<file path="src/rtl/pc_unit.sv">
// Program counter with trap/EPC handling and a circular return-address stack.
// Redirect targets are alignment-checked; a misaligned target diverts to TRAP_VECTOR.
module pc_unit #(
  parameter int unsigned      WIDTH        = 32,
  parameter int unsigned      STEP         = 4,
  parameter logic [WIDTH-1:0] RESET_VECTOR = '0,
  parameter logic [WIDTH-1:0] TRAP_VECTOR  = WIDTH'('h80),
  parameter int unsigned      RAS_DEPTH    = 4
) (
  input  logic             clock,
  input  logic             reset,
  input  logic             stall,
  input  logic             branch_taken,
  input  logic [WIDTH-1:0] branch_target,
  input  logic             jump,
  input  logic             call,
  input  logic [WIDTH-1:0] jump_target,
  input  logic             ret,
  input  logic             trap,
  input  logic             trap_return,
  output logic [WIDTH-1:0] pc,
  output logic [WIDTH-1:0] pc_plus,
  output logic [WIDTH-1:0] epc,
  output logic             ras_empty,
  output logic             ras_full,
  output logic             misaligned,
  output logic             ras_underflow
);

  localparam int unsigned      PtrW      = $clog2(RAS_DEPTH);
  localparam int unsigned      CntW      = PtrW + 1;
  localparam logic [WIDTH-1:0] StepW     = WIDTH'(STEP);
  localparam logic [WIDTH-1:0] AlignMask = WIDTH'(STEP - 1);
  localparam logic [CntW-1:0]  CntFull   = CntW'(RAS_DEPTH);

  logic [WIDTH-1:0] pc_q, pc_d;
  logic [WIDTH-1:0] epc_q, epc_d;
  logic [WIDTH-1:0] ras_q [RAS_DEPTH];
  logic [PtrW-1:0]  sp_q, sp_d;
  logic [CntW-1:0]  cnt_q, cnt_d;
  logic             mis_q, mis_d;
  logic             uf_q, uf_d;
  logic             do_push, do_pop, redirect;
  logic [WIDTH-1:0] tgt;
  logic [WIDTH-1:0] ras_top;

  function automatic logic is_misaligned(input logic [WIDTH-1:0] addr);
    return (addr & AlignMask) != '0;
  endfunction

  // sp_q points at the next free slot; a push when full lands on the oldest entry.
  assign ras_top = ras_q[sp_q - PtrW'(1)];
  assign pc_plus = pc_q + StepW;

  always_comb begin
    pc_d     = pc_plus;
    epc_d    = epc_q;
    mis_d    = 1'b0;
    uf_d     = uf_q;
    do_push  = 1'b0;
    do_pop   = 1'b0;
    redirect = 1'b0;
    tgt      = '0;
    if (trap) begin
      pc_d  = TRAP_VECTOR;
      epc_d = pc_q;
    end else if (trap_return) begin
      pc_d = epc_q;
    end else if (stall) begin
      pc_d = pc_q;
    end else if (ret) begin
      if (cnt_q != '0) begin
        redirect = 1'b1;
        tgt      = ras_top;
        do_pop   = 1'b1;
      end else begin
        uf_d = 1'b1;
      end
    end else if (call || jump) begin
      redirect = 1'b1;
      tgt      = jump_target;
      do_push  = call;
    end else if (branch_taken) begin
      redirect = 1'b1;
      tgt      = branch_target;
    end

    if (redirect) begin
      if (is_misaligned(tgt)) begin
        pc_d    = TRAP_VECTOR;
        epc_d   = pc_q;
        mis_d   = 1'b1;
        do_push = 1'b0;
        do_pop  = 1'b0;
      end else begin
        pc_d = tgt;
      end
    end
  end

  always_comb begin
    sp_d  = sp_q;
    cnt_d = cnt_q;
    if (do_push) begin
      sp_d  = sp_q + PtrW'(1);
      cnt_d = (cnt_q == CntFull) ? cnt_q : cnt_q + CntW'(1);
    end else if (do_pop) begin
      sp_d  = sp_q - PtrW'(1);
      cnt_d = cnt_q - CntW'(1);
    end
  end

  always_ff @(posedge clock or posedge reset) begin
    if (reset) begin
      pc_q  <= RESET_VECTOR;
      epc_q <= '0;
      sp_q  <= '0;
      cnt_q <= '0;
      mis_q <= 1'b0;
      uf_q  <= 1'b0;
    end else begin
      pc_q  <= pc_d;
      epc_q <= epc_d;
      sp_q  <= sp_d;
      cnt_q <= cnt_d;
      mis_q <= mis_d;
      uf_q  <= uf_d;
    end
  end

  // Entry storage needs no reset: the count gates every read.
  always_ff @(posedge clock) begin
    if (do_push) begin
      ras_q[sp_q] <= pc_plus;
    end
  end

  assign pc            = pc_q;
  assign epc           = epc_q;
  assign ras_empty     = (cnt_q == '0);
  assign ras_full      = (cnt_q == CntFull);
  assign misaligned    = mis_q;
  assign ras_underflow = uf_q;

endmodule

</file>
<file path="config.mk">
export PLATFORM = sky130hd
export DESIGN_NAME = pc_unit
export DESIGN_NICKNAME = d
export VERILOG_FILES = /design/src/rtl/pc_unit.sv
export SDC_FILE = /design/constraint.sdc
export NUM_CORES = 1
export LEC_CHECK = 0
export BUFFER_PORTS_ARGS = -buffer_cell sky130_fd_sc_hd__buf_2
export CORE_MARGIN = 1.5
export CORE_UTILIZATION = 35
export DETAILED_ROUTE_END_ITERATION = 16
export MAX_ROUTING_LAYER = met4
export SETUP_SLACK_MARGIN = 0.05
export SLEW_MARGIN = 15
export SYNTH_ARGS = -nofsm -noshare
export SYNTH_HDL_FRONTEND = slang
export SYNTH_SLANG_ARGS = --single-unit
</file>
<file path="constraint.sdc">
create_clock -name clock -period 3.97 [get_ports clock]
set_input_delay 0.1985 -clock clock [delete_from_list [all_inputs] [get_ports clock]]
set_output_delay 0.1985 -clock clock [all_outputs]
set_load 0.05 [all_outputs]
</file>
# Word-level counts from Yosys, hierarchy flattened
# Memory sizes are Yosys's and may differ from the RTL's.
# Index checks and enable logic that the tools add are counted.
# totals
register_bits	71
ramBits	128
input_bits	73
output_inout_bits	100
wordCells	70
mem_count	1
# memory_table
memory	words	word_bits	read_ports	rd_clocked_by_memory_dff	write_ports	line_no	rtl
ras_q	4	32	1	0	1	38	logic [WIDTH-1:0] ras_q [RAS_DEPTH];
# classes
add_sub_neg	5
eq_ne	3
muxes	44
bitwise	4
n_reduce_logical	7
# op_table
operator	count
32-bit two-way mux	15
32-bit by 3-bit adder with 32-bit output, second input constant	1
32-bit nonzero test	1
1-bit two-way mux	24
3-bit two-way mux	3
5-bit AND reduction	1
2-bit two-way mux	2
4-bit by 1-bit inequality test with 1-bit output, second input constant	1
1-bit NOT	4
3-bit by 1-bit adder with 3-bit output, second input constant	1
3-bit equality test, second input constant	1
3-bit zero test	1
3-bit nonzero test	1
3-bit by 1-bit subtractor with 3-bit output, second input constant	1
2-bit by 1-bit adder with 2-bit output, second input constant	1
2-bit inequality test, second input constant	1
2-bit AND reduction	1
2-bit nonzero test	1
2-bit by 1-bit subtractor with 2-bit output, second input constant	1
1-bit logical OR	1

# Depth between registers and ports, before layout
# An unclocked memory read counts as a cell.
# logic_depth
word_depth	12
mapped_depth	13
mapped_depth_nobuf	10

# Least setup slack after synthesis
# Ideal clock, no wire load.
# synth_path
kind	reg-to-reg
from	register pc_q[2] (netlist: pc[2])
to	memory ras_q[0][30], data pin
setup_ps	379
arrival_ps	2982
path_slack_ps	610
stages_incl_launch_ff	7
period_less_slack_ps	3360
path_cell_list	dfrtp_1 > ha_1 > nand3_1 > or4_1 > nor2_2 > nand4_1 > xnor2_1
# synth_between
elab_chain_len	1
# synth_rtl
item	line_no	rtl
start, declared	36	logic [WIDTH-1:0] pc_q, pc_d;
start signal, assigned	122	pc_q <= pc_d;
32-bit by 3-bit adder with 32-bit output	53	assign pc_plus = pc_q + StepW;
net pc_plus[30]	22	output logic [WIDTH-1:0] pc_plus,
end, declared	38	
# The timed path passes the listed nets, and every way through them passes these cells.

# Worst setup path in the final report
# layout_path
from	register pc_q[2] (netlist: pc[2])
to	output port pc_plus[26]
# layout_between
elab_chain_len	1
# layout_rtl
item	line_no
32-bit by 3-bit adder with 32-bit output	53
end, declared	22
# No other way between the ends.

==> flow_summary.ini <==
[layout]
final.fill_count = 2407
drive_gt1_frac = 0.3603
design.final.nets = 918
antennaDiodeCount = 0
layout-area-overhead-vs-synth_pct = 19.64

[sta]
setup_violations = 0
post-route-period-util = 0.8728
hold_violations = 0
fin_tns_setup_ps = 0
worst_slew_pin_slew_ps = 1224
max-slew-margin-rel = 0.1841
period_needed_ps = 3465
achievable-frequency_mhz = 288.6
timing_max_transition_violations_final = 0
holdWs_ps = 197.3
worst_clock_skew_ps = 14.30
setup_repair_after_global_routing_missed_its_margin = no

[worst_setup_path]
critical_path.endpoint_type = output pin
regToRegEndpoint = pc[12]$_DFFE_PP0P_
path_cells = ha_1 > nand3_1 > nor4_1 > nand4_1 > xnor2_1 > buf_2
crit_path_max_incr_delay_ps = 710
register_to_register_path_depth = 8
crit_end = pc_plus[26]
critical_path_class = reg2out
critPathLaunchType = register
critPathArrivalTime_ps = 3270
worstPathMaxFanout = 9
critical_path.slowest_cell = sky130_fd_sc_hd__nor4_1
critPathRequiredTime_ps = 3770
r2r_slack_ps = 760
regToRegStartpoint = sp_q[0]$_DFFE_PP0P_
worst_setup_path_startpoint = pc[2]$_DFFE_PP0P_

[clock_tree]
tritoncts = yes
post-cts-setup-buffers = 0
clock_latency_ps = 440
cts_sinks = 199
htreeDepth = 4
cts.reportedPaths.clkPinSlew_ps = 80
ctsLongestPathBuffers = 2
cts-buffers-inserted = 17
ctsRootBufferMaster = sky130_fd_sc_hd__clkbuf_16

[global_route]
gr-usage-all-layers = 0.1961
grt_antenna_before_repair = 0
grt_first_pass_wirelength_um = 39930
grt.overflow.total = 0
first_global_vias = 6363
maximum_number_of_pins_on_one_net_before_global_route_repair = 47

[drt]
drcViolationCount = 0
drt_first_pass_iters = 9
routed-via-count = 6481
vias_per_cell = 5.460
initialDrtViolationCount = 602
detail-route-antenna-nets = 0
route.final.wire_length_um = 25810
avgRoutedWirePerCell_um = 21.74

[status]
result_of_the_run = complete, no violations

[placed_design]
placement.io_buffers = 172
globalplace.congestion = 0.7873
place_hpwl_um = 17810

[worst_hold_path]
timing.hold.worst.class = in2reg

[die]
core.rowCount = 59
die_height_um = 166.0
pin_count = 173
initial_utilization = 0.3570
coreArea_um2 = 26060
fp.dieArea_um2 = 27570
die_width_um = 166.0

[yosys]
edff_count_synth = 128
postSynth.topFlopCell = sky130_fd_sc_hd__edfxtp_1
yosys.area.top_type_share = 0.4132
biggest_area_contributors_in_the_synthesized_netlist = sky130_fd_sc_hd__edfxtp_1 41%, sky130_fd_sc_hd__dfrtp_1 19%, sky130_fd_sc_hd__mux4_2 7.3%
avg_inst_size_synth_um2 = 13.76
post_synth_instance_area_um2 = 9303
synth_nets = 755
synth.yosys.seq_area_share = 0.6042
yosys_register_bits = 199
synthDominantAreaCellType = sky130_fd_sc_hd__edfxtp_1
synth-warning-count = 0
synth.distinct_cells = 67
synth.most_common_cell = sky130_fd_sc_hd__edfxtp_1
synth-async-reset-ratio = 0.3568
synth_cells = 676
synth.cells.most_frequent = 128 x sky130_fd_sc_hd__edfxtp_1, 71 x sky130_fd_sc_hd__dfrtp_1, 56 x sky130_fd_sc_hd__nand2_1

[power]
power_density_nw_per_um2 = 573.5
leakage_uw = 0.004571
max-vdd-ir-drop_mv = 0.2915

[flow_run]
max-cap-violations = 0
worst min-delay path by stage:
stage / from / endpoint / depth (start not counted)
after global routing: stall / ras_underflow$_DFFE_PP0P_ / 3
final: stall / ras_underflow$_DFFE_PP0P_ / 3
after detailed placement: reset / pc[2]$_DFFE_PP0P_ / 2
after global placement: reset / pc[2]$_DFFE_PP0P_ / 2
after floorplan: stall / ras_underflow$_DFFE_PP0P_ / 2
after CTS: stall / ras_underflow$_DFFE_PP0P_ / 3
per-stage QoR:
step,utilization,instances,power [uW],setup WS [ps],cell area [um2]
3_5_place_dp,0.4032,1154,4634,787.1,10510
4_1_cts,0.4271,1187,6429,508.2,11130
2_1_floorplan,-,676,4078,609.8,9303
5_1_grt,0.4271,1187,6647,231.6,11130
3_3_place_gp,0.4032,1154,4611,943.1,10510
6_report,0.4271,1187,6383,505.1,11130
routing by layer:
layer / GRT usage / part of all wire / wire length (um) / vias to the layer above
li1: - / - / - / 2926
met1: 0.2672 / 0.45 / 11530 / 3285
met2: 0.3074 / 0.48 / 12490 / 251
met3: 0.03575 / 0.059 / 1520 / 19
met4: 0.04113 / 0.011 / 278 / 0
met5: - / 0 / 0 / -
state kept, by name, summed over array words and instances, names as in the netlist:
register / flops
ras_q: 128
cnt_q: 3
ras_underflow: 1
misaligned: 1
pc: 32
epc: 32
sp_q: 2
worst max-delay path, delay by kind of cell (launching register included):
family	cells	cell delay (ps)
and+or+nand+nor	3	1280
DFF	1	490
xor gates and xnor gates	1	460
buffers and inverters	1	370
adders and majority gates	1	230
cell families (layout without fill, tap and decap cells):
logic type | Yosys count | in the layout | share of synthesized area
flip-flops | 199 | 199 | 0.6042
AND/OR/NAND/NOR | 160 | 160 | 0.09173
AO/OA/AOI/OAI | 128 | 128 | 0.09200
multiplexers | 91 | 91 | 0.1427
buffers and inverters | 61 | 237 | 0.03134
XOR/XNOR | 31 | 31 | 0.02999
adder cells (fa/ha/maj) | 6 | 6 | 0.008070
placed cells by master, fill, tap and decap left out, types with 4 or more instances in the layout:
cell                        Yosys  routed
sky130_fd_sc_hd__mux2_1         6       6
sky130_fd_sc_hd__and3_2         0       4
sky130_fd_sc_hd__edfxtp_1     128     128
sky130_fd_sc_hd__clkbuf_16      0      18
sky130_fd_sc_hd__buf_2         17     172
sky130_fd_sc_hd__o21ai_0       41      41
sky130_fd_sc_hd__mux2i_1       28      28
sky130_fd_sc_hd__nor4_1         8       8
sky130_fd_sc_hd__nand2_1       56      56
sky130_fd_sc_hd__and2_1         4       4
sky130_fd_sc_hd__nor3_1         8       8
sky130_fd_sc_hd__inv_1         12      11
sky130_fd_sc_hd__mux4_2        30      30
sky130_fd_sc_hd__nand4_1        9       9
sky130_fd_sc_hd__mux2_2        27      27
sky130_fd_sc_hd__xor2_1        10      10
sky130_fd_sc_hd__buf_4          4      19
sky130_fd_sc_hd__or2_2          4       4
sky130_fd_sc_hd__a222oi_1      19      19
sky130_fd_sc_hd__xnor2_1       20      20
sky130_fd_sc_hd__nand3_1       14      14
sky130_fd_sc_hd__ha_1           6       6
sky130_fd_sc_hd__clkinv_4       0       4
sky130_fd_sc_hd__a21oi_1       29      29
sky130_fd_sc_hd__a21o_1         4       4
sky130_fd_sc_hd__o2bb2ai_1      6       6
sky130_fd_sc_hd__nor2_1        26      25
sky130_fd_sc_hd__dfrtp_1       71      70
area by class of cell:
| cell class | instances | area [um2] | area share |
|---|---|---|---|
| clock buffer | 19 | 454.2 | 0.04081 |
| clock inverter | 13 | 158.9 | 0.01428 |
| inverter | 13 | 50.05 | 0.004497 |
| multi-input combinational | 416 | 3412 | 0.3066 |
| sequential | 199 | 5622 | 0.5051 |
| tap | 335 | 419.2 | 0.03766 |
| timing repair buffer | 192 | 1013 | 0.09106 |
repair_timing:
action	4_1_cts	5_1_grt
hold buffers	1	0
gates resized for setup	0	0
endpoints found under the hold margin	45	0
power breakdown:
part | internal, uW | switching, uW | total (uW)
combinational | 738 | 1310 | 2050
sequential | 2360 | 167 | 2530
clock | 989 | 816 | 1810
Note: power is estimated with default switching activity, not from simulation.
